===== src/rtl/ila_capture_controller_pkg.sv =====
// Shared definitions for the logic-analyzer capture controller: FSM state
// encodings and default widths.
package ila_pkg;

  localparam int ILA_ADDR_WIDTH = 8;
  localparam int STATE_W        = 3;

  typedef enum logic [STATE_W-1:0] {
    ST_IDLE    = 3'd0,
    ST_PREFILL = 3'd1,
    ST_ARMED   = 3'd2,
    ST_POST    = 3'd3,
    ST_DONE    = 3'd4
  } state_t;

endpackage


===== src/rtl/ila_capture_controller_if.sv =====
// Control/status bundle between the capture controller, its trigger stage,
// the sample buffer and the readout logic.
interface ila_capture_controller_if
  import ila_pkg::*;
#(
  parameter int ADDR_WIDTH = ILA_ADDR_WIDTH
);

  logic                  arm;
  logic                  abort;
  logic [ADDR_WIDTH-1:0] pre_count;
  logic [ADDR_WIDTH-1:0] post_count;
  logic                  trigger;
  logic                  primed;
  logic                  wr_en;
  logic [ADDR_WIDTH-1:0] wr_addr;
  logic [ADDR_WIDTH-1:0] trig_addr;
  logic                  wrapped;
  logic                  busy;
  logic                  done;
  logic [STATE_W-1:0]    state;

  modport master (
    output arm, abort, pre_count, post_count, trigger,
    input  primed, wr_en, wr_addr, trig_addr, wrapped, busy, done, state
  );

  modport slave (
    input  arm, abort, pre_count, post_count, trigger,
    output primed, wr_en, wr_addr, trig_addr, wrapped, busy, done, state
  );

endinterface


===== src/rtl/ila_sample_counter.sv =====
// Loadable down-counter that saturates at zero; flags the last counted cycle
// and the empty (zero) condition.
module ila_sample_counter #(
  parameter int WIDTH = 8
) (
  input  logic             clock,
  input  logic             reset,
  input  logic             i_load,
  input  logic [WIDTH-1:0] i_load_value,
  input  logic             i_dec,
  output logic             o_zero,
  output logic             o_last
);

  logic [WIDTH-1:0] r_count;

  always_ff @(posedge clock or negedge reset) begin
    if (!reset) begin
      r_count <= '0;
    end else if (i_load) begin
      r_count <= i_load_value;
    end else if (i_dec && (r_count != '0)) begin
      r_count <= r_count - 1'b1;
    end
  end

  assign o_zero = (r_count == '0);
  assign o_last = (r_count == WIDTH'(1));

endmodule


===== src/rtl/ila_capture_controller.sv =====
// Capture sequencer: arm -> pre-trigger fill -> armed wait -> post-trigger
// fill -> done, driving the circular sample buffer write port.
module ila_capture_controller
  import ila_pkg::*;
#(
  parameter int ADDR_WIDTH = ILA_ADDR_WIDTH
) (
  input  logic                     clock,
  input  logic                     reset,
  ila_capture_controller_if.slave  bus
);

  state_t                r_state;
  state_t                w_next_state;
  logic [ADDR_WIDTH-1:0] r_wr_addr;
  logic [ADDR_WIDTH-1:0] r_trig_addr;
  logic                  r_wrapped;
  logic                  w_accept_arm;
  logic                  w_write;
  logic                  w_pre_zero;
  logic                  w_pre_last;
  logic                  w_post_zero;
  logic                  w_post_last;

  assign w_accept_arm = ((r_state == ST_IDLE) || (r_state == ST_DONE)) && bus.arm && !bus.abort;
  assign w_write      = (r_state == ST_PREFILL) || (r_state == ST_ARMED) || (r_state == ST_POST);

  ila_sample_counter #(.WIDTH(ADDR_WIDTH)) u_pre_counter (
    .clock        (clock),
    .reset        (reset),
    .i_load       (w_accept_arm),
    .i_load_value (bus.pre_count),
    .i_dec        (r_state == ST_PREFILL),
    .o_zero       (w_pre_zero),
    .o_last       (w_pre_last)
  );

  ila_sample_counter #(.WIDTH(ADDR_WIDTH)) u_post_counter (
    .clock        (clock),
    .reset        (reset),
    .i_load       (w_accept_arm),
    .i_load_value (bus.post_count),
    .i_dec        (r_state == ST_POST),
    .o_zero       (w_post_zero),
    .o_last       (w_post_last)
  );

  always_ff @(posedge clock or negedge reset) begin
    if (!reset) begin
      r_state <= ST_IDLE;
    end else begin
      r_state <= w_next_state;
    end
  end

  always_comb begin
    w_next_state = r_state;
    if (bus.abort) begin
      w_next_state = ST_IDLE;
    end else begin
      case (r_state)
        ST_IDLE, ST_DONE: begin
          if (bus.arm) begin
            w_next_state = (bus.pre_count == '0) ? ST_ARMED : ST_PREFILL;
          end
        end
        ST_PREFILL: begin
          if (w_pre_last || w_pre_zero) begin
            w_next_state = ST_ARMED;
          end
        end
        ST_ARMED: begin
          if (bus.trigger) begin
            w_next_state = w_post_zero ? ST_DONE : ST_POST;
          end
        end
        ST_POST: begin
          if (w_post_last || w_post_zero) begin
            w_next_state = ST_DONE;
          end
        end
        default: w_next_state = ST_IDLE;
      endcase
    end
  end

  // The sample written in the trigger cycle sits at the current address,
  // so trig_addr captures wr_addr before it advances.
  always_ff @(posedge clock or negedge reset) begin
    if (!reset) begin
      r_wr_addr   <= '0;
      r_wrapped   <= 1'b0;
      r_trig_addr <= '0;
    end else begin
      if (w_accept_arm) begin
        r_wr_addr <= '0;
        r_wrapped <= 1'b0;
      end else if (w_write) begin
        r_wr_addr <= r_wr_addr + 1'b1;
        if (r_wr_addr == '1) begin
          r_wrapped <= 1'b1;
        end
      end
      if ((r_state == ST_ARMED) && bus.trigger && !bus.abort) begin
        r_trig_addr <= r_wr_addr;
      end
    end
  end

  assign bus.wr_en     = w_write;
  assign bus.busy      = w_write;
  assign bus.primed    = (r_state == ST_ARMED);
  assign bus.done      = (r_state == ST_DONE);
  assign bus.wr_addr   = r_wr_addr;
  assign bus.trig_addr = r_trig_addr;
  assign bus.wrapped   = r_wrapped;
  assign bus.state     = r_state;

endmodule


===== src/flat_wrapper.sv =====
// flat-port wrapper written by rule: the top's interface ports become plain ports
module ila_capture_controller_flat import ila_pkg::*;
#(
  parameter int ADDR_WIDTH = ILA_ADDR_WIDTH
)
  (clock, reset, bus_arm, bus_abort, bus_pre_count, bus_post_count, bus_trigger, bus_primed, bus_wr_en, bus_wr_addr, bus_trig_addr, bus_wrapped, bus_busy, bus_done, bus_state);
  ila_capture_controller_if #(.ADDR_WIDTH(ADDR_WIDTH)) bus_i ();
  input  logic clock;
  input  logic reset;
  input wire logic [$bits(bus_i.arm)-1:0] bus_arm;
  input wire logic [$bits(bus_i.abort)-1:0] bus_abort;
  input wire logic [$bits(bus_i.pre_count)-1:0] bus_pre_count;
  input wire logic [$bits(bus_i.post_count)-1:0] bus_post_count;
  input wire logic [$bits(bus_i.trigger)-1:0] bus_trigger;
  output wire logic [$bits(bus_i.primed)-1:0] bus_primed;
  output wire logic [$bits(bus_i.wr_en)-1:0] bus_wr_en;
  output wire logic [$bits(bus_i.wr_addr)-1:0] bus_wr_addr;
  output wire logic [$bits(bus_i.trig_addr)-1:0] bus_trig_addr;
  output wire logic [$bits(bus_i.wrapped)-1:0] bus_wrapped;
  output wire logic [$bits(bus_i.busy)-1:0] bus_busy;
  output wire logic [$bits(bus_i.done)-1:0] bus_done;
  output wire logic [$bits(bus_i.state)-1:0] bus_state;
  assign bus_i.arm = bus_arm;
  assign bus_i.abort = bus_abort;
  assign bus_i.pre_count = bus_pre_count;
  assign bus_i.post_count = bus_post_count;
  assign bus_i.trigger = bus_trigger;
  assign bus_primed = bus_i.primed;
  assign bus_wr_en = bus_i.wr_en;
  assign bus_wr_addr = bus_i.wr_addr;
  assign bus_trig_addr = bus_i.trig_addr;
  assign bus_wrapped = bus_i.wrapped;
  assign bus_busy = bus_i.busy;
  assign bus_done = bus_i.done;
  assign bus_state = bus_i.state;
  ila_capture_controller #(.ADDR_WIDTH(ADDR_WIDTH)) u_core (.clock(clock), .reset(reset), .bus(bus_i));
endmodule

===== config.mk =====
export PLATFORM = sky130hd
export DESIGN_NAME = ila_capture_controller_flat
export DESIGN_NICKNAME = d
export VERILOG_FILES = /design/src/rtl/ila_capture_controller_pkg.sv /design/src/rtl/ila_capture_controller_if.sv /design/src/rtl/ila_sample_counter.sv /design/src/rtl/ila_capture_controller.sv /design/src/flat_wrapper.sv
export SDC_FILE = /design/constraint.sdc
export NUM_CORES = 1
export LEC_CHECK = 0
export CELL_PAD_IN_SITES_DETAIL_PLACEMENT = 2
export CELL_PAD_IN_SITES_GLOBAL_PLACEMENT = 2
export CORE_ASPECT_RATIO = 0.6
export CORE_MARGIN = 2
export CORE_UTILIZATION = 34
export CTS_CLUSTER_SIZE = 12
export DETAILED_ROUTE_END_ITERATION = 7
export PLACE_DENSITY = 0.85
export SYNTH_ARGS = -nofsm -noshare
export SYNTH_HDL_FRONTEND = slang
export SYNTH_SLANG_ARGS = --single-unit

===== constraint.sdc =====
create_clock -name clock -period 4.87 [get_ports clock]
set_clock_uncertainty 0.15 [all_clocks]
set_input_delay 0.974 -clock clock [delete_from_list [all_inputs] [get_ports clock]]
set_output_delay 0.974 -clock clock [all_outputs]
set_load 0.005 [all_outputs]

## Yosys cells after proc, flatten, opt, wreduce, memory -nomap -nowiden

Cells that the tools add are included.

| cells by class | value |
|---|---|
| add/subtract/negate cells | 3 |
| equality and inequality tests | 11 |
| mux-type cells | 17 |
| reduce and logical (&&, ||, !) cells | 25 |

Operator list:

| operator | number |
|---|---|
| 2-to-1 mux 8 bit | 6 |
| zero test 8 bit | 3 |
| 2-to-1 mux 3 bit | 6 |
| == test 8 x 1 -> 1 bit (second input constant) | 2 |
| nonzero test 8 bit | 2 |
| subtractor 8 x 1 -> 8 bit (second input constant) | 2 |
| case mux 3 bit (4 select lines) | 1 |
| adder 8 x 1 -> 8 bit (second input constant) | 1 |
| == test 8 bit (second input constant) | 1 |
| nonzero test 2 bit | 4 |
| == test 3 x 2 -> 1 bit (second input constant) | 2 |
| logical AND 1 bit | 6 |
| != test 3 x 2 -> 1 bit (second input constant) | 2 |
| != test 3 bit (second input constant) | 2 |
| logical OR 1 bit | 5 |
| AND reduction 4 bit | 1 |
| == test 3 x 1 -> 1 bit (second input constant) | 1 |
| == test 3 bit (second input constant) | 1 |
| zero test 3 bit | 1 |
| 2-to-1 mux 1 bit | 3 |
| 2-to-1 mux 2 bit | 1 |
| AND reduction 2 bit | 1 |
| OR reduction 2 bit | 1 |
| zero test 1 bit | 1 |

| word-level totals | value |
|---|---|
| flip-flop bits (word level) | 36 |
| output and inout port bits | 24 |
| logic and storage cells | 62 |

## Depth between registers and ports, before layout

| depth | value |
|---|---|
| depth in word-level cells | 6 |
| mapped depth | 7 |

## Hierarchy

Synthesis repeated with hierarchy kept, for this count alone.

| unflattened totals | value |
|---|---|
| cells, all modules | 227 |
| area, all modules | 2239.6 um2 |

Modules (own cells, without submodules):

| module | instances | cells each | area an instance (um2) |
|---|---|---|---|
| ila_sample_counter | 2 | 65 | 589.3 |
| ila_capture_controller | 1 | 97 | 1061.0 |

## Least setup slack after synthesis

OpenSTA, ideal clock, no wires.

| path | value |
|---|---|
| path type | register to output |
| start | register u_core.r_state[1] (netlist: u_core.bus.state[1]) |
| end | output port bus_wr_en |
| arrival | 1.106 ns |
| required time | 3.746 ns |
| setup slack | 2.640 ns |
| stages on the path, launching flop included | 5 |
| path buffers | 2 |
| cells stage by stage | dfrtp_1 buf_6 o21bai_1 inv_2 buf_4 |

| between the ends | value |
|---|---|
| longest elaborated chain between the ends | 3 |
| elaborated cells between the ends (all ways) | 5 |
| classes of those cells | 3 x eq/ne; 2 x reduce/logical |

RTL lines:

| element | line | RTL |
|---|---|---|
| from (decl) | ila_capture_controller.sv:13 | `state_t r_state;` |
| from (signal assigned) | ila_capture_controller.sv:52 | `r_state <= w_next_state;` |
| == test 3 x 1 -> 1 bit / == test 3 x 2 -> 1 bit (equally long branches) | ila_capture_controller.sv:26 | `assign w_write = (r_state == ST_PREFILL) \|\| (r_state == ST_ARMED) \|\| (r_state == ST_POST);` |
| logical OR 1 bit | ila_capture_controller.sv:26 |  |
| logical OR 1 bit (*) | ila_capture_controller.sv:26 |  |
| to (decl) | flat_wrapper.sv:16 | `output wire logic [$bits(bus_i.wr_en)-1:0] bus_wr_en;` |

Every way passes the cells marked *; elsewhere a longest branch is shown, timed or not.

## Worst setup path after layout

| path | value |
|---|---|
| start | register u_core.r_state[0] (netlist: u_core.bus.state[0]) |
| end | output port bus_wr_en |

The elaborated chain is that of the path after synthesis.

==> flow_summary.ini <==
[outcome]
status = complete, no violations

[worst_setup_path]
regToRegSetupSlack_ns = 2.11
r2r_cells = 6
rr_endpoint = u_core.u_pre_counter.r_count[2]$_DFFE_PN0P_
worstSetupEndpointType = output pin
r2r-start = u_core.u_pre_counter.r_count[0]$_DFFE_PN0P_
path_max_fanout = 11
critPathLaunchType = register
required_ns = 3.75
arrival_ns = 2.01
critical_path_class = register to output pin

[clocking]
clk_latency_ns = 0.29
clock_sinks = 36
cts_made_buffers = 5
cts_repair_resize_count = 0
cts_tree = yes
clock_path_buffers = 2
cts_max_level = 2
cts_hold_buf = 0
cts_root_buf = clkbuf_8
clk_pin_slew_worst_paths_ns = 0.08
cts_setup_buffers = 0

[min_path]
hold_path_depth = 2
min-delay-start = u_core.bus.trig_addr[2]$_DFFE_PN0P_
hold_end = u_core.bus.trig_addr[2]$_DFFE_PN0P_
holdCritPathClass = register to register

[grt]
grt_pass1_vias = 2017
grt_overflow = 0
grt_use_total_pct = 20.7
grt_pass1_wl_um = 10900
antenna_found_initial = 0
grt_max_degree = 37

[timing]
fin_crit_sh_pct = 64.4
worstMarginPinSlew_ns = 0.987
grt_setup_unrepaired = no
finalMaxSlewViolations = 0
setup_tns_ns = 0
whs_ns = 0.341
fmax_mhz = 319
maxSlewHeadroom_pct = 33.8
hold_viol = 0
fin_crit_ns = 3.14
setup_viol = 0

[die]
die-width_um = 106
die_h_um = 64.9
pin_count = 45
start_util_pct = 34.7
die_area_sq_mm = 0.00685
core-area_sq_mm = 0.00606
fp-row-count = 22

[yosys]
ys_top_cells_by_area = dfrtp_1 (43%), mux2_2 (4.3%), ha_1 (3.6%)
ys.flop_type = dfrtp_1
synthesis.area_sq_mm = 0.00210
syn_inst = 211
synth_seq_cells = 36
ys_seq_area_share_pct = 42.8
synth_top_cell_area_share_pct = 42.8
syn_area_per_cell_sq_um = 9.97
ys_types = 53
synth.most_common_cell = dfrtp_1
yosysWarnings = 0
synth_edf_count = 0
async_flop_share_pct = 100
synth_common_cells = dfrtp_1 (36), nand2_1 (20), nor2_1 (19), mux2_2 (8)
yosysTopAreaCell = dfrtp_1
syn_nets = 238

[place]
gp_congestion = 0.786
dpl.hpwl_um = 4670
port_buffers = 44
dpl_cell_area_sq_mm = 0.00260

[cells_and_area]
final_layout_size_suffix_gt1_share_pct = 12.1
area_growth_pct = 29.7
nets = 282
diodes = 0
fin_area_sq_mm = 0.00273
final_core_util_pct = 45.0

[routing]
drt_wl_total_um = 6620
vias = 1838
drt-pass1-iter-count = 4
antenna_left = 0
drc = 0
wl_per_cell_um = 19.5
drt-initial-drc-count = 71
via_per_inst = 5.41

[pwr]
ir_drop_mv = 0.168
pwr_density_cell_mw_per_mm2 = 538
power.total_mw = 1.47
p_leak_nw = 1.10

[run]
maxCapViolCount = 0
[cell type report]
cell class / count / area (sq um)
tap: 84 / 105
inverter: 6 / 22.5
fill: 661 / 3330
clock inverter: 1 / 30.0
sequential: 36 / 901
timing repair buffer: 45 / 443
clock buffer: 7 / 96.3
multi-input combinational: 161 / 1130
[sequential cells by signal (all words and copies together), names as in the netlist]
name                           count
u_core.u_pre_counter.r_count       8
u_core.bus.trig_addr               8
u_core.bus.state                   3
u_core.bus.wr_addr                 8
u_core.u_post_counter.r_count      8
u_core.bus.wrapped                 1
[critical path, stage by stage (launching register included)]
cell,delay (ns)
dfrtp_1,0.55
o21bai_1,0.50
inv_2,0.18
clkdlybuf4s50_1,0.49
[cell families (layout without fill, tap and decap cells)]
group                      count (synthesis)  after routing  share of synthesized area [%]
DFF                                       36             36                           42.8
buffers and inverters                     14             59                           3.87
adders and majority gates                  6              6                           3.57
and+or+nand+nor                           89             89                           24.8
xor gates and xnor gates                  12             12                           5.00
AOI/OAI and AO/OA                         42             42                           13.7
muxes                                     12             12                           6.19
[stage by stage]
| step | setup slack, ns | instances |
|---|---|---|
| 3_3_place_gp | 2.00 | 332 |
| 3_5_place_dp | 1.96 | 332 |
| 2_1_floorplan | 2.64 | 211 |
| 6_report | 1.73 | 340 |
| 4_1_cts | 1.72 | 340 |
| 5_1_grt | 1.59 | 340 |
[power by group]
part	switching [mW]	leakage (nW)	internal, mW
clock	0.115	0.0645	0.181
sequential	0.157	0.467	0.398
combinational	0.314	0.572	0.302
total	0.587	1.10	0.881
[cells in the final DEF (no fill, tap or decap), drive strengths merged, types with 2 or more instances in the layout]
cell type	instances
buf	2
o21ai	13
xnor2	7
xor2	5
nand4	5
nor3	4
mux2	8
mux2i	4
or2	3
nand2b	2
o311ai	2
a31oi	3
dfrtp	36
or3	2
nor2	19
a21oi	7
clkdlybuf4s50	43
nand2	20
nand3b	4
nor3b	5
ha	6
clkbuf	7
nand3	2
and2	2
and3	3
inv	6
nor4	7
a221o	4
o211ai	2
nand4b	2
or4	3
or3b	2
[worst max path at each step]
stage	end	cells after the start	slack [ns]	start
2_1_floorplan	bus_wr_en	4	2.64	u_core.bus.state[1]$_DFFE_PN0P_
3_3_place_gp	u_core.u_pre_counter.r_count[2]$_DFFE_PN0P_	5	2.00	bus_abort
3_5_place_dp	u_core.u_pre_counter.r_count[4]$_DFFE_PN0P_	5	1.96	bus_abort
4_1_cts	bus_wr_en	3	1.72	u_core.bus.state[0]$_DFFE_PN0P_
5_1_grt	bus_wr_en	3	1.59	u_core.bus.state[1]$_DFFE_PN0P_
6_report	bus_wr_en	3	1.73	u_core.bus.state[0]$_DFFE_PN0P_
[routing by layer]
metal,wire (um),GRT usage (%)
met5,0,0
met4,53,4.93
met3,208,4.12
met2,2920,31.2
met1,3440,30.6
Power figures use the tool's default switching activity.
